File: src/rtl/uart_pkg.sv
// Shared UART definitions: receiver FSM states and frame/parity bit constants.
// Used by both the transmitter and the receiver.
package uart_pkg;

    typedef enum logic [2:0] {
        ST_IDLE,
        ST_START,
        ST_DATA,
        ST_PARITY,
        ST_STOP
    } uart_state_e;

    localparam logic PARITY_EVEN = 1'b0;
    localparam logic PARITY_ODD  = 1'b1;
    localparam logic START_BIT   = 1'b0;
    localparam logic STOP_BIT    = 1'b1;

endpackage

File: src/rtl/uart_rx_bit_sampler.sv
// Per-bit edge counter with a 3-sample majority vote around mid-bit.
// While disabled the counter sits at 1, so the first enabled cycle is count 1.
module uart_rx_bit_sampler #(
    parameter int PRESCALE_WIDTH = 6
) (
    input  logic                      clk,
    input  logic                      reset,
    input  logic                      enable,
    input  logic [PRESCALE_WIDTH-1:0] prescale,
    input  logic                      serial_in,
    output logic                      sampled_bit,
    output logic                      sample_valid,
    output logic                      bit_done
);

    localparam logic [PRESCALE_WIDTH-1:0] ONE = PRESCALE_WIDTH'(1);

    logic [PRESCALE_WIDTH-1:0] r_cnt;
    logic                      r_s0;
    logic                      r_s1;
    logic [PRESCALE_WIDTH-1:0] w_half;

    assign w_half = prescale >> 1;

    always_ff @(posedge clk or negedge reset) begin
        if (!reset) begin
            r_cnt <= '0;
            r_s0  <= 1'b1;
            r_s1  <= 1'b1;
        end else if (!enable) begin
            // The detection cycle (FSM still idle) is count 0.
            r_cnt <= ONE;
        end else begin
            r_cnt <= bit_done ? '0 : r_cnt + ONE;
            if (r_cnt == w_half - ONE) r_s0 <= serial_in;
            if (r_cnt == w_half)       r_s1 <= serial_in;
        end
    end

    assign sample_valid = enable && (r_cnt == w_half + ONE);
    assign bit_done     = enable && (r_cnt == prescale - ONE);
    assign sampled_bit  = (r_s0 & r_s1) | (r_s0 & serial_in) | (r_s1 & serial_in);

endmodule

File: src/rtl/uart_receiver.sv
// UART receiver: synchronizer, frame FSM, shift register, parity/stop checks.
// Results appear as one-cycle pulses exactly N*P cycles after start detection.
module uart_receiver
    import uart_pkg::*;
#(
    parameter int DATA_WIDTH     = 8,
    parameter int PRESCALE_WIDTH = 6
) (
    input  logic                      clk,
    input  logic                      reset,
    input  logic                      parity_enable,
    input  logic                      parity_type,
    input  logic [PRESCALE_WIDTH-1:0] prescale,
    input  logic                      serial_data_in,
    output logic [DATA_WIDTH-1:0]     parallel_data,
    output logic                      data_valid,
    output logic                      parity_error,
    output logic                      stop_error,
    output logic                      busy
);

    localparam int BCW = $clog2(DATA_WIDTH + 1);
    localparam logic [BCW-1:0] LAST_BIT = BCW'(DATA_WIDTH - 1);

    logic [1:0]                r_sync;
    logic [1:0]                r_fill;
    logic                      r_armed;
    uart_state_e               r_state;
    uart_state_e               w_next;
    logic [PRESCALE_WIDTH-1:0] r_prescale;
    logic                      r_par_en;
    logic                      r_par_type;
    logic [BCW-1:0]            r_bitcnt;
    logic [DATA_WIDTH-1:0]     r_shift;
    logic                      r_par_bad;
    logic                      r_stop_bit;

    logic w_start_det;
    logic w_sampled_bit;
    logic w_sample_valid;
    logic w_bit_done;
    logic w_exp_par;

    uart_rx_bit_sampler #(
        .PRESCALE_WIDTH(PRESCALE_WIDTH)
    ) u_sampler (
        .clk          (clk),
        .reset        (reset),
        .enable       (busy),
        .prescale     (r_prescale),
        .serial_in    (r_sync[1]),
        .sampled_bit  (w_sampled_bit),
        .sample_valid (w_sample_valid),
        .bit_done     (w_bit_done)
    );

    assign busy        = (r_state != ST_IDLE);
    assign w_start_det = (r_state == ST_IDLE) && r_armed && !r_sync[1];
    assign w_exp_par   = (^r_shift) ^ (r_par_type == PARITY_ODD);

    always_ff @(posedge clk or negedge reset) begin
        if (!reset) r_state <= ST_IDLE;
        else        r_state <= w_next;
    end

    always_comb begin
        w_next = r_state;
        case (r_state)
            ST_IDLE:   if (w_start_det) w_next = ST_START;
            ST_START: begin
                if (w_sample_valid && w_sampled_bit != START_BIT) w_next = ST_IDLE;
                else if (w_bit_done)                             w_next = ST_DATA;
            end
            ST_DATA:   if (w_bit_done && r_bitcnt == LAST_BIT)
                           w_next = r_par_en ? ST_PARITY : ST_STOP;
            ST_PARITY: if (w_bit_done) w_next = ST_STOP;
            ST_STOP:   if (w_bit_done) w_next = ST_IDLE;
            default:   w_next = ST_IDLE;
        endcase
    end

    always_ff @(posedge clk or negedge reset) begin
        if (!reset) begin
            r_sync        <= 2'b11;
            r_fill        <= 2'b00;
            r_armed       <= 1'b0;
            r_prescale    <= '0;
            r_par_en      <= 1'b0;
            r_par_type    <= PARITY_EVEN;
            r_bitcnt      <= '0;
            r_shift       <= '0;
            r_par_bad     <= 1'b0;
            r_stop_bit    <= STOP_BIT;
            parallel_data <= '0;
            data_valid    <= 1'b0;
            parity_error  <= 1'b0;
            stop_error    <= 1'b0;
        end else begin
            r_sync       <= {r_sync[0], serial_data_in};
            r_fill       <= {r_fill[0], 1'b1};
            data_valid   <= 1'b0;
            parity_error <= 1'b0;
            stop_error   <= 1'b0;
            // Ignore the synchronizer's reset value: arm only on a real high line.
            if (r_fill[1] && r_sync[1]) r_armed <= 1'b1;
            case (r_state)
                ST_IDLE: if (w_start_det) begin
                    r_prescale <= prescale;
                    r_par_en   <= parity_enable;
                    r_par_type <= parity_type;
                    r_bitcnt   <= '0;
                    r_par_bad  <= 1'b0;
                end
                ST_DATA: begin
                    if (w_sample_valid) r_shift  <= {w_sampled_bit, r_shift[DATA_WIDTH-1:1]};
                    if (w_bit_done)     r_bitcnt <= r_bitcnt + BCW'(1);
                end
                ST_PARITY: if (w_sample_valid) r_par_bad <= (w_sampled_bit != w_exp_par);
                ST_STOP: begin
                    if (w_sample_valid) r_stop_bit <= w_sampled_bit;
                    if (w_bit_done) begin
                        stop_error   <= (r_stop_bit != STOP_BIT);
                        parity_error <= r_par_bad;
                        if (r_stop_bit == STOP_BIT && !r_par_bad) begin
                            parallel_data <= r_shift;
                            data_valid    <= 1'b1;
                        end
                    end
                end
                default: ;
            endcase
        end
    end

endmodule

File: config.mk
export PLATFORM = sky130hd
export DESIGN_NAME = uart_receiver
export DESIGN_NICKNAME = d
export VERILOG_FILES = /design/src/rtl/uart_pkg.sv /design/src/rtl/uart_rx_bit_sampler.sv /design/src/rtl/uart_receiver.sv
export SDC_FILE = /design/constraint.sdc
export NUM_CORES = 1
export LEC_CHECK = 0
export ABC_AREA = 1
export BUFFER_PORTS_ARGS = -buffer_cell sky130_fd_sc_hd__buf_2
export CORE_MARGIN = 2
export CORE_UTILIZATION = 40
export DETAILED_ROUTE_END_ITERATION = 7
export HOLD_SLACK_MARGIN = 0.12
export PLACE_DENSITY = 0.57
export SLEW_MARGIN = 10
export SYNTH_ARGS = -nofsm -noshare
export SYNTH_HDL_FRONTEND = slang
export SYNTH_SLANG_ARGS = --single-unit
File: constraint.sdc
create_clock -name clk -period 2.4 [get_ports clk]
set_input_delay 0.24 -clock clk [delete_from_list [all_inputs] [get_ports clk]]
set_output_delay 0.24 -clock clk [all_outputs]
set_load 0.05 [all_outputs]
==> Implementation_results.wiki <==
{| class="wikitable"
! Metric !! Value
|-
| Result of the run || finished clean
|-
| Clock-pin transition on the worst setup and hold timing paths || 0.10 ns
|-
| Endpoint class of the critical path || flip-flop
|-
| Post-Synthesis Net Count || approximately 350
|-
| Total setup violations reported at the end of the flow || 0
|-
| Starting DRC count in detailed routing || between 100 and 150
|-
| Storage cell area || around 1200 µm²
|-
| Worst slew margin relative to its limit || between 60 and 70%
|-
| RSZ-0062 raised after global routing || no
|-
| Pwr/cell area || between 1000 and 1500 nW/µm²
|-
| Share of Yosys cell area claimed by the top area cell type || between 40% and 50%
|-
| Avg WL per Cell || about 12 µm
|-
| Post-DP Area || just under 3000 µm²
|-
| Final count of hold timing violations || 0
|-
| Pin count of the biggest net entering global routing || 22
|-
| Wire length of the first global-routing pass || roughly 9600 µm
|-
| Type of the worst setup path || flip-flop to flip-flop
|-
| Root Buffer || sky130_fd_sc_hd__clkbuf_8
|-
| Routed met1 length || ~2800 µm
|-
| Die width || between 80 and 90 µm
|-
| Number of buffers created by CTS || 5
|-
| Number of buffer cells added on primary ports || 22
|-
| Vias per cell || just under 5
|-
| HPWL Detailed || around 4200 µm
|-
| Share of the clock period used by the worst path || between 80% and 90%
|-
| Max layer used || met4
|-
| Number of rows created at floorplan || 29
|-
| Util after Layout || 47.3%
|-
| Clock H-tree levels || 2
|-
| Via count of the routed design || between 2000 and 2500
|-
| Max Fclk || slightly below 0.5 GHz
|-
| Clock sink total || between 40 and 50
|-
| Antenna violations before repair || 0
|-
| Footprint of the multi-input gates || ~1300 µm²
|-
| Starting utilization of the core area || a little over two fifths
|-
| EDFF count, synth || 0
|-
| WL met3 || between 200 and 300 µm
|-
| # nets final || approximately 380
|-
| Clock insertion delay at the later pin of the skew report || 0.30 ns
|-
| Cells resized by post-CTS repair || 0
|-
| Worst EP arrival || 2.29 ns
|-
| Critical Path Source Type || flip-flop
|-
| Core region area || 6420 µm²
|-
| Grt total ovfl || 0
|-
| Data required, critical path || around 2.6 ns
|-
| Area enclosed by the die boundary || 7410 µm²
|-
| Total power of the final layout || ~3200 µW
|-
| Setup clock skew after layout || 0.0109 ns
|-
| Number of global-route vias before repair || between 1500 and 2000
|-
| Final count of pins violating max slew || 0
|-
| Most common flop cell mapped by yosys || sky130_fd_sc_hd__dfrtp_1
|-
| WL met2 || about 2300 µm
|-
| Proportion of layout cells with a drive suffix above 1 || between 10% and 20%
|-
| Leak Pwr || around 0.0015 µW
|-
| Number of ports placed on the die boundary || 23
|-
| Floorplan die height || around 86 µm
|-
| CTS tree || done
|-
| Flop and latch count out of synthesis || 49
|-
| Final standard cell count with taps included and fillers excluded || ~440
|-
| Number of fill cells || ~640
|-
| Maximum vdd ir drop || about 0.38 mV
|-
| Total Routing Usage GR || 16.4%
|-
| Path class of the lowest-slack min-delay path || input pin to flip-flop
|-
| Min Tclk post-route || roughly 2.1 ns
|-
| Number of DRC violations after detailed routing || 0
|-
| Number of max-capacitance violations reported || 0
|-
| Worst Max-Slew Pin Slew || roughly 0.51 ns
|-
| Highest net fanout along the worst path || 6
|-
| Number of nets with antenna violations after detailed routing || 0
|-
| Top cell type by total area after synthesis || sky130_fd_sc_hd__dfrtp_1
|-
| Area of the mapped netlist || about 2700 µm²
|-
| Synth-to-layout area growth || 12.8%
|-
| Gate count of the mapped netlist || around 330
|-
| Ys Warns || 0
|-
| 1st-pass router iterations || 4
|-
| TNS Setup || 0 ns
|-
| DP Cell Count || about 430
|-
| Count of inserted antenna diode cells || 0
|-
| Post-synthesis async set-or-reset flop share || 100%
|-
| Final instance area || between 3000 and 4000 µm²
|-
| Cell variety after synth || 35
|-
| Buffer depth of the longest clock path || 2
|-
| GPL Wtd Cong || approximately 0.89
|-
| Top cells by area in the synthesized netlist || sky130_fd_sc_hd__dfrtp_1 (41%), sky130_fd_sc_hd__nand2_1 (15%), sky130_fd_sc_hd__dfstp_2 (4.9%)
|-
| Part of the Yosys area used for sequential elements || a little under half
|-
| Synthesized area per cell || between 8 and 9 µm²
|-
| Final WL || roughly 5500 µm
|}
[final cells by class]
cell class / count / area share (%)
Multi-Input combinational cell: 237 / 42.0
Sequential cell: 49 / 40.5
Timing Repair Buffer: 30 / 6.17
Inverter: 43 / 5.39
Tap cell: 77 / 3.17
Clock buffer: 7 / 2.51
Clock inverter: 1 / 0.247
[repair_timing]
| item | CTS | global route |
|---|---|---|
| setup endpoints to repair | 0 | 1 |
| endpoints found under the hold margin | 19 | 0 |
| hold buffers | 2 | 0 |
| buffers inserted | 0 | 1 |
[per-stage QoR]
stage / setup slack [ns] / hold WS [ns]
after global placement: 0.333 / 0.244
final: 0.317 / 0.136
after CTS: 0.220 / 0.127
after floorplan: 0.532 / -0.0556
after detailed placement: 0.237 / 0.250
after global routing: 0.0897 / 0.142
[state kept, by name (all words and copies together), names as in the netlist]
| signal | count |
|---|---|
| r_stop_bit | 1 |
| r_par_type | 1 |
| parallel_data | 8 |
| r_shift | 8 |
| r_sync | 2 |
| u_sampler.r_s0 | 1 |
| r_state | 3 |
| u_sampler.r_cnt | 6 |
| data_valid | 1 |
| u_sampler.r_s1 | 1 |
| r_par_en | 1 |
| r_bitcnt | 4 |
| r_prescale | 6 |
| parity_error | 1 |
| r_par_bad | 1 |
| r_fill | 2 |
| stop_error | 1 |
| r_armed | 1 |
[synthesized netlist by cell type, types with 5 or more instances]
| library cell | n |
|---|---|
| sky130_fd_sc_hd__o21ai_0 | 19 |
| sky130_fd_sc_hd__nand2_1 | 107 |
| sky130_fd_sc_hd__inv_1 | 32 |
| sky130_fd_sc_hd__nor3_1 | 11 |
| sky130_fd_sc_hd__ha_1 | 6 |
| sky130_fd_sc_hd__dfrtp_1 | 44 |
| sky130_fd_sc_hd__dfstp_2 | 5 |
| sky130_fd_sc_hd__nand3_1 | 19 |
| sky130_fd_sc_hd__inv_2 | 9 |
| sky130_fd_sc_hd__nor2_1 | 17 |
| sky130_fd_sc_hd__xnor2_1 | 11 |
| sky130_fd_sc_hd__xor2_1 | 9 |
| sky130_fd_sc_hd__o21ai_2 | 7 |
| sky130_fd_sc_hd__nand4_1 | 6 |
[cells by family (layout without fill, tap and decap cells)]
group,count (synthesis),count (layout),synth area share (%)
mux,1,1,0.418
compound gates,32,32,7.06
other cells,1,1,0.139
buf+inv,46,81,6.92
fa+ha+maj,6,6,2.79
xor+xnor,21,21,7.10
flops,49,49,45.7
simple gates,176,176,29.9
[layer usage]
layer	up-vias	track usage [%]
li1	1113	-
met1	977	24.9
met2	41	23.7
met3	5	3.56
met4	0	4.33
met5	-	0
[power by group]
part | internal [µW] | switching [µW]
combinational | 535 | 967
clock | 207 | 280
sequential | 992 | 198
total | 1730 | 1450
[worst max-delay path, cell delays in order, from the launching register on]
cell and delay [ns]:
sky130_fd_sc_hd__dfrtp_1 0.42, sky130_fd_sc_hd__inv_1 0.19, sky130_fd_sc_hd__ha_1 0.28, sky130_fd_sc_hd__xnor2_1 0.22, sky130_fd_sc_hd__nand3_1 0.11, sky130_fd_sc_hd__nor2_1 0.17
sky130_fd_sc_hd__nand3_1 0.16, sky130_fd_sc_hd__nand3_1 0.18, sky130_fd_sc_hd__nand3_1 0.13, sky130_fd_sc_hd__nand2_1 0.08, sky130_fd_sc_hd__nand2_1 0.05
[worst paths after layout]
kind | start | depth (start not counted) | to | slack, ns
hold / removal | prescale[1] | 3 | r_prescale[1] | 0.14
setup reg to reg | r_prescale[1] | 10 | r_state[0] | 0.32
hold reg to reg | r_sync[0] | 0 | r_sync[1] | 0.36
min in group asynchronous | reset | 2 | u_sampler.r_cnt[1] | 0.43
setup / recovery | r_prescale[1] | 10 | r_state[0] | 0.32
max in group asynchronous | reset | 3 | r_sync[1] | 1.30
[placed cells by master, fill, tap and decap left out, drive strengths merged]
cell type / count
nand3: 21
buf: 28
o21ai: 30
a21oi: 2
dlygate4sd3: 2
ha: 6
conb: 1
clkinv: 1
nand4: 7
nand3b: 2
nand2: 112
xnor2: 12
clkbuf: 7
nor3: 12
xor2: 9
inv: 42
mux2: 1
nor2: 21
dfrtp: 44
clkinvlp: 1
dfstp: 5
nor4: 1
Power figures use the tool's default switching activity.
